===== config.mk =====
export PLATFORM = sky130hd
export DESIGN_NAME = gcd_share_arbiter
export DESIGN_NICKNAME = d
export VERILOG_FILES = /design/src/rtl/gcd_share_arbiter.sv
export SDC_FILE = /design/constraint.sdc
export NUM_CORES = 1
export LEC_CHECK = 0
export CORE_UTILIZATION = 45
export DETAILED_ROUTE_END_ITERATION = 16
export HOLD_SLACK_MARGIN = 0.06
export PLACE_DENSITY_LB_ADDON = 0.12
export RECOVER_POWER = 100
export SKIP_CTS_REPAIR_TIMING = 1
export SYNTH_ARGS = -nofsm -noshare
export SYNTH_HDL_FRONTEND = slang
export SYNTH_SLANG_ARGS = --single-unit

===== constraint.sdc =====
create_clock -name clk -period 5.7 [get_ports clk]
set_clock_uncertainty 0.1 [all_clocks]
set_input_delay 1.14 -clock clk [delete_from_list [all_inputs] [get_ports clk]]
set_output_delay 1.14 -clock clk [all_outputs]
set_load 0.01 [all_outputs]

===== src/rtl/gcd_share_arbiter.sv =====
// gcd_share_arbiter: one shared iterative single-digit GCD/normalise engine
// serving NREQ requesters. The requester pulls a grant, its operand pair
// (reduced mod 10) is captured in the grant cycle, and a divisor scan from 9
// downward finds the gcd at one candidate per cycle.
// Build option: define GCD_FIXED_PRIO_EN for fixed priority (lowest index
// wins); the default build is round-robin.
module gcd_share_arbiter #(
    parameter int unsigned NREQ = 4,
    parameter int unsigned IDW  = 2
) (
    input  logic                clk,
    input  logic                rst_n,
    input  logic [NREQ-1:0]     req,
    input  logic [4*NREQ-1:0]   a_in,
    input  logic [4*NREQ-1:0]   b_in,
    output logic [NREQ-1:0]     grant,
    output logic                busy,
    output logic                done,
    output logic [IDW-1:0]      done_id,
    output logic [3:0]          gcd_out,
    output logic [3:0]          qa_out,
    output logic [3:0]          qb_out
);

    localparam int unsigned DW = 4;
    localparam int unsigned SW = IDW + 1;

    typedef enum logic [1:0] {
        IDLE = 2'd0,
        SCAN = 2'd1,
        DONE = 2'd2
    } state_t;

    state_t          state;
    logic [IDW-1:0]  ptr;
    logic [IDW-1:0]  cur_id;
    logic [DW-1:0]   a_q;
    logic [DW-1:0]   b_q;
    logic [DW-1:0]   j;

    logic [IDW-1:0]  win;
    logic            win_vld;
    logic [SW-1:0]   k_sum;
    logic [IDW-1:0]  k_idx;
    logic [DW-1:0]   a_sel;
    logic [DW-1:0]   b_sel;
    logic            a_div;
    logic            b_div;

    // Winner: first set req bit at or after ptr, searching upward with wrap
    always_comb begin
        win     = '0;
        win_vld = 1'b0;
        k_sum   = '0;
        k_idx   = '0;
        for (int i = 0; i < int'(NREQ); i++) begin
            k_sum = {1'b0, ptr} + SW'(i);
            if (k_sum >= SW'(NREQ)) begin
                k_sum = k_sum - SW'(NREQ);
            end
            k_idx = IDW'(k_sum);
            if (!win_vld && req[k_idx]) begin
                win_vld = 1'b1;
                win     = k_idx;
            end
        end
    end

    // Operand mux for the requester currently being served
    always_comb begin
        a_sel = '0;
        b_sel = '0;
        for (int i = 0; i < int'(NREQ); i++) begin
            if (cur_id == IDW'(i)) begin
                a_sel = a_in[4*i +: 4];
                b_sel = b_in[4*i +: 4];
            end
        end
    end

    // Divisibility of both captured operands by the current candidate
    always_comb begin
        a_div = 1'b0;
        b_div = 1'b0;
        if (j != '0) begin
            a_div = ((a_q % j) == '0);
            b_div = ((b_q % j) == '0);
        end
    end

    // Arbitration, capture, scan and result sequencing
    always_ff @(posedge clk or negedge rst_n) begin
        if (!rst_n) begin
            state   <= IDLE;
            ptr     <= '0;
            cur_id  <= '0;
            a_q     <= '0;
            b_q     <= '0;
            j       <= '0;
            grant   <= '0;
            busy    <= 1'b0;
            done    <= 1'b0;
            done_id <= '0;
            gcd_out <= '0;
            qa_out  <= '0;
            qb_out  <= '0;
        end else begin
            grant <= '0;
            done  <= 1'b0;
            case (state)
                IDLE: begin
                    if (win_vld) begin
                        grant  <= NREQ'(1) << win;
                        cur_id <= win;
                        busy   <= 1'b1;
                        j      <= DW'(9);
                        state  <= SCAN;
`ifdef GCD_FIXED_PRIO_EN
                        ptr    <= '0;
`else
                        ptr    <= (win == IDW'(NREQ - 1)) ? '0 : win + IDW'(1);
`endif
                    end
                end
                SCAN: begin
                    if (|grant) begin
                        // grant cycle: operands are valid now, fold into digit domain
                        a_q <= a_sel % DW'(10);
                        b_q <= b_sel % DW'(10);
                    end else if (a_q == '0 && b_q == '0) begin
                        done    <= 1'b1;
                        done_id <= cur_id;
                        gcd_out <= '0;
                        qa_out  <= '0;
                        qb_out  <= '0;
                        state   <= DONE;
                    end else if (a_div && b_div) begin
                        done    <= 1'b1;
                        done_id <= cur_id;
                        gcd_out <= j;
                        qa_out  <= a_q / j;
                        qb_out  <= b_q / j;
                        state   <= DONE;
                    end else begin
                        j <= j - DW'(1);
                    end
                end
                DONE: begin
                    busy  <= 1'b0;
                    state <= IDLE;
                end
                default: begin
                    state <= IDLE;
                end
            endcase
        end
    end

endmodule


After elaboration in Yosys (flattened, before gate mapping):

Cells that the tools add are included.

* register bits after elaboration: 38
* latch bits: 0
* RAM bits: 0
* bits in read-only memories: 0
* logic and storage cells: 131
* memories: 0

* $add $sub $neg: 9
* multipliers: 0
* div/mod/pow operators: 6
* order comparisons: 8
* equality and inequality tests: 11
* shifts and indexed selects: 1
* multiplexer cells: 57
* bitwise logic cells: 1
* reduce and logical (&&, ||, !) cells: 25

Operators by type and width (number)
* 4-bit two-way mux: 20
* 2-bit two-way mux: 15
* 4-bit zero test: 4
* 1-bit two-way mux: 15
* 2-bit by 3-bit less-than comparator with 1-bit output, second input constant: 4
* 3-bit greater-or-equal comparator, second input constant: 3
* 1-bit binary-select mux with 2-bit select: 4
* 4-bit by 4-bit divider with 4-bit output: 2
* 2-bit equality test, second input constant: 4
* 4-bit by 4-bit remainder unit with 4-bit output: 2
* 4-bit by 4-bit remainder unit with 4-bit output, second input constant: 2
* 2-bit != test, second input constant: 4
* 4-bit case mux with 2 select lines: 1
* 2-bit by 1-bit subtractor with 2-bit output, second input constant: 4
* 2-bit by 2-bit adder with 3-bit output, second input constant: 2
* 2-bit AND reduction: 3
* 3-bit AND reduction: 2
* 2-bit nonzero test: 3
* 1-bit logical AND: 5
* 5-bit AND reduction: 1
* 2-bit by 1-bit equality test with 1-bit output, second input constant: 2
* 2-bit zero test: 2
* 2-bit case mux with 2 select lines: 1
* 4-bit nonzero test: 1
* 10 further kinds: 12

Depth between registers and ports, before layout:

* depth in word-level cells: 17
* depth in mapped cells: 25
* depth with buffers taken out: 24

Least setup slack after synthesis:

Ideal clock, no wire load.

* path kind: reg-to-reg
* from: register j[0]
* to: register done_id[0]
* setup time: 0.128 ns
* data arrival time: 4.817 ns
* required time: 5.472 ns
* setup slack: 0.656 ns
* cell stages (with the launch flop): 23
* buffers on the path: 0
* clock period less this slack: 5.044 ns
* path through: dfrtp_1 inv_1 ha_1 a21oi_1 a21o_1 inv_1 ha_1 or4b_1 a21oi_1 a21oi_1 ha_1 or2_2 o311a_1 a21oi_1 inv_1 fa_1 a21boi_0 o21ai_0 a221o_1 a211oi_2 o221a_4 o21ai_4 mux2_1

* word-level cells in the longest chain between the ends: 6
* elaborated cells on any way between the ends: 10
* those cells by class: div (2); mux (2); reduce/logical (6)

Ends and longest elaborated chain
* from (decl): RTL line 39 `logic [DW-1:0] j;`
* from (signal assigned): RTL line 145 `j <= j - DW'(1);`
* 4-bit by 4-bit remainder unit with 4-bit output, on equally long branches: RTL line 86, 87
* 4-bit zero test, on equally long branches: RTL line 86, 87
* 1-bit two-way mux: RTL line 85 `if (j != '0) begin`
* 1-bit logical AND *: RTL line 137 `end else if (a_div && b_div) begin`
* 2-bit nonzero test (no source line) *
* 3-bit AND reduction (no source line) *
* to (signal assigned): RTL line 132 `done_id <= cur_id;`
* to (signal assigned): RTL line 139 `done_id <= cur_id;`
* to (decl): RTL line 19 `output logic [IDW-1:0] done_id,`

Mark *: on every way between the ends. The rest lies on a longest branch, timed or not.
A chain may end at the register's enable or synchronous reset.

Worst setup path after layout:

* from: register j[0]
* to: register gcd_out[2]

* word-level cells in the longest chain between the ends: 6
* elaborated cells on any way between the ends: 10
* those cells by class: div (2); mux (2); reduce/logical (6)

Ends and longest elaborated chain
* 4-bit by 4-bit remainder unit with 4-bit output, on equally long branches: RTL line 86, 87
* 4-bit zero test, on equally long branches: RTL line 86, 87
* 1-bit two-way mux: RTL line 85
* 1-bit logical AND *: RTL line 137
* 2-bit nonzero test (no source line) *
* 3-bit AND reduction (no source line) *
* to (signal assigned): RTL line 140 `gcd_out <= j;`
* to (decl): RTL line 20 `output logic [3:0] gcd_out,`

Marks and branches as above.

==> implementation parameters <==
Parameter                              Value

Cells and area
  Ant. Diodes    0
  Number of nets in the final layout    440
  Area added between synthesis and finish    27.4%
  Fraction of final layout cells sized beyond drive strength 1    13.4%
  Layout Cells excl Fill    449
  Area of all placed cells without fillers    3810 um^2

Setup path
  Endpoint of the most critical register-to-register path    gcd_out[2]
  Start of the worst register-to-register path    j[0]
  Critical path start-end classification    reg2reg
  Crit path launch    j[0]
  CP max FO    13
  Required @ worst endpoint    5.79 ns
  Critical Path AT    5.49 ns
  Kind of end point of the critical path    flip-flop
  Reg-to-reg slack, setup    0.30 ns
  Number of cell instances on the worst register-to-register path    22
  Type of element launching the critical path    flip-flop

Power and ir drop
  Switching power of the nets    1140 uW
  Worst voltage drop across the vdd grid    0.000343 V
  Clock share of power    11.3%
  Combinational cell fraction of total power    68.0%
  Leakage    0.00173 uW
  Power per cell area    651 nW/um^2
  Sequential power share    20.7%
  Switching power share of the total    46.0%
  Internal Dissipation    1340 uW

Floorplan
  I/O Pins    58
  Area of the die    6980 um^2
  Floorplan Core Area    6390 um^2
  Die Y    83.6 um
  Horizontal die dimension    83.6 um
  Number of placement rows    29
  Initial Utilization    46.9%

Route
  Average wire length per cell after detail routing    15.8 um
  Detailed Routing Iterations Pass 1    4
  WL final    7.10 mm
  DR vias/cell    5.83
  Routed Antenna Nets    0
  First DRT Iteration DRCs    108
  Remaining routing DRC violations    0
  Via total after detailed routing    2618

Clock network
  Maximum count of clock buffers along a single path    2
  Number of H-tree branching levels    2
  Clock net sink count    38
  Clock tree from TritonCTS    yes
  Clock-pin slew on the worst setup and hold paths    0.08 ns
  CTS Buf Count    5
  Buffer type at the clock tree root    clkbuf_8
  Clock Latency Late Sink    0.30 ns

Synth
  Syn Std Cell Area    2990 um^2
  Netlist cell types    68
  Proportion of synthesized flip-flops having asynchronous set or reset    100%
  Leading area contributor after synthesis    dfrtp_1
  Most frequent cells after synthesis    dfrtp_1 (38), ha_1 (29), a21oi_1 (24)
  Library cell with the highest instance count after synthesis    dfrtp_1
  Synthesized net count    375
  Yosys warnings    0
  Number of storage elements in the synthesis netlist    38
  Number of flops mapped to enable cells by yosys    0
  Fraction of synthesized cell area taken by the top area cell type    31.8%
  Per-instance average area after synthesis    9.78 um^2
  Most used flip-flop cell after synthesis    dfrtp_1
  Sequential fraction of the synthesis area    31.8%
  Instance count of the mapped netlist    306
  Biggest area contributors in the synthesized netlist    dfrtp_1 (32%), ha_1 (12%), mux4_2 (6.0%)

Placed design
  Post-DP HPWL    5.55 mm
  Port Buffer Count    57
  # placed instances    436
  Area after DPL    3630 um^2
  Final weighted congestion of routability-driven global placement    0.842

GRT
  Layer with the highest usage    met2
  GR Layer Usage met2    35.7%
  Overall Global Routing Usage    21.3%
  Antenna violations before repair    0
  Pin count of the biggest net entering global routing    39
  Global-route wire length before repair    11.9 mm
  Via count of the first global-routing pass    2607
  Met3 routing resource usage after global routing    5.24%
  Met1 Track Usage GR    27.1%
  Overflow left after global routing    0

STA
  Final-report max-slew violation count    39
  Worst slew margin    -38.3%
  TNS Setup    0 ns
  Slew at the pin closest to its max-slew limit    2.07 ns
  Final count of hold timing violations    0
  Period minus WS final    5.40 ns
  Tcrit/Tclk final    94.8%
  # setup viols final    0
  RSZ-0062 raised after global routing    no
  Timing-limited maximum frequency    185 MHz

Min path
  Hold wc startpoint    qb_out[2]
  Path type of the worst min-delay path    reg2reg
  Worst hold path endpoint    qb_out[2]
  Hold Path Stages    1

Run
  Count of max-cap constraint violations    1

Status
  Run status    finished with violations
  Failing checks    max-capacitance violations, max-slew violations
## logic make-up after synthesis
logic type      synth area share [%]
buf+inv                         5.31
fa+ha+maj                       13.5
mux                             8.28
flops                           31.8
xor+xnor                       0.878
simple gates                    16.5
compound gates                  23.8
## flip-flops by register name, indices dropped and copies added, names as in the netlist, 4 cells and up
signal and cells:
qa_out 4, j 4, grant 4, gcd_out 4, b_q 4, a_q 4, qb_out 4
## worst max path at each step
stage          cells after the start         end  slack (ns)
6_report                          22  gcd_out[2]        0.30
5_1_grt                           22  gcd_out[2]        0.03
4_1_cts                           23  gcd_out[2]        0.06
3_5_place_dp                      23  gcd_out[2]        0.11
3_3_place_gp                      23   qa_out[2]        0.18
2_1_floorplan                     22  done_id[0]        0.66
## power by group through the flow
stage	combinational [uW]	clock, uW	sequential [uW]
floorplan	1250	0	489
global placement	1630	0	520
detailed placement	1670	0	523
CTS	1680	284	518
global route	1880	299	532
finish	1690	280	514
## critical path, stage by stage (launching register included)
cell and delay, ns:
dfrtp_2 0.43, clkinvlp_4 0.15, ha_1 0.22, a21oi_1 0.14, a21o_1 0.13, inv_1 0.05, ha_1 0.31, or4b_1 0.48
a21oi_1 0.22, a21oi_1 0.07, ha_1 0.30, or2_2 0.28, o311a_1 0.20, a21oi_1 0.25, ha_1 0.28, a21boi_0 0.17
o21ai_1 0.12, a221o_1 0.28, a211oi_2 0.31, o221a_4 0.28, o21ai_4 0.07, buf_4 0.21, a22o_1 0.25
## placed cells by master (no fill, tap or decap), drive strengths merged, types with 4 or more instances in the layout
cell,synthesis,final
dfrtp,38,38
clkdlybuf4s50,0,30
ha,29,29
dlygate4sd3,0,26
a21oi,24,24
inv,25,24
o21ai,23,23
nor2,21,21
nand2,17,17
buf,4,11
nand2b,9,9
mux4,8,8
a22o,8,8
clkbuf,6,6
mux2,6,6
and2,6,6
or2,5,5
a211oi,5,5
nor4,4,4
nand3,4,4
a32o,4,4
## through the flow
stage | hold slack (ns) | utilization, % | power [uW] | setup WS [ns]
final | 0.396 | 59.7 | 2480 | 0.296
after global routing | 0.417 | 59.7 | 2710 | 0.0294
after CTS | 0.402 | 59.1 | 2480 | 0.0644
after detailed placement | 0.384 | 56.9 | 2190 | 0.115
after global placement | 0.378 | 56.9 | 2150 | 0.177
after floorplan | 0.369 | - | 1740 | 0.656
## final cells by class
type                            instances  area [um^2]
Clock inverter                          3         68.8
Inverter                               25         97.6
Multi-Input combinational cell        233         1880
Tap cell                               77         96.3
Clock buffer                            5         68.8
Timing Repair Buffer                   68          647
Sequential cell                        38          952
Fill cell                             573         2570
## layer usage
layer | share of wire (%) | wire length, um
met3 | 5.8 | 415
met4 | 1.7 | 118
met2 | 48 | 3400
met1 | 45 | 3160
met5 | 0 | 0
(Power assumes the default switching activity.)
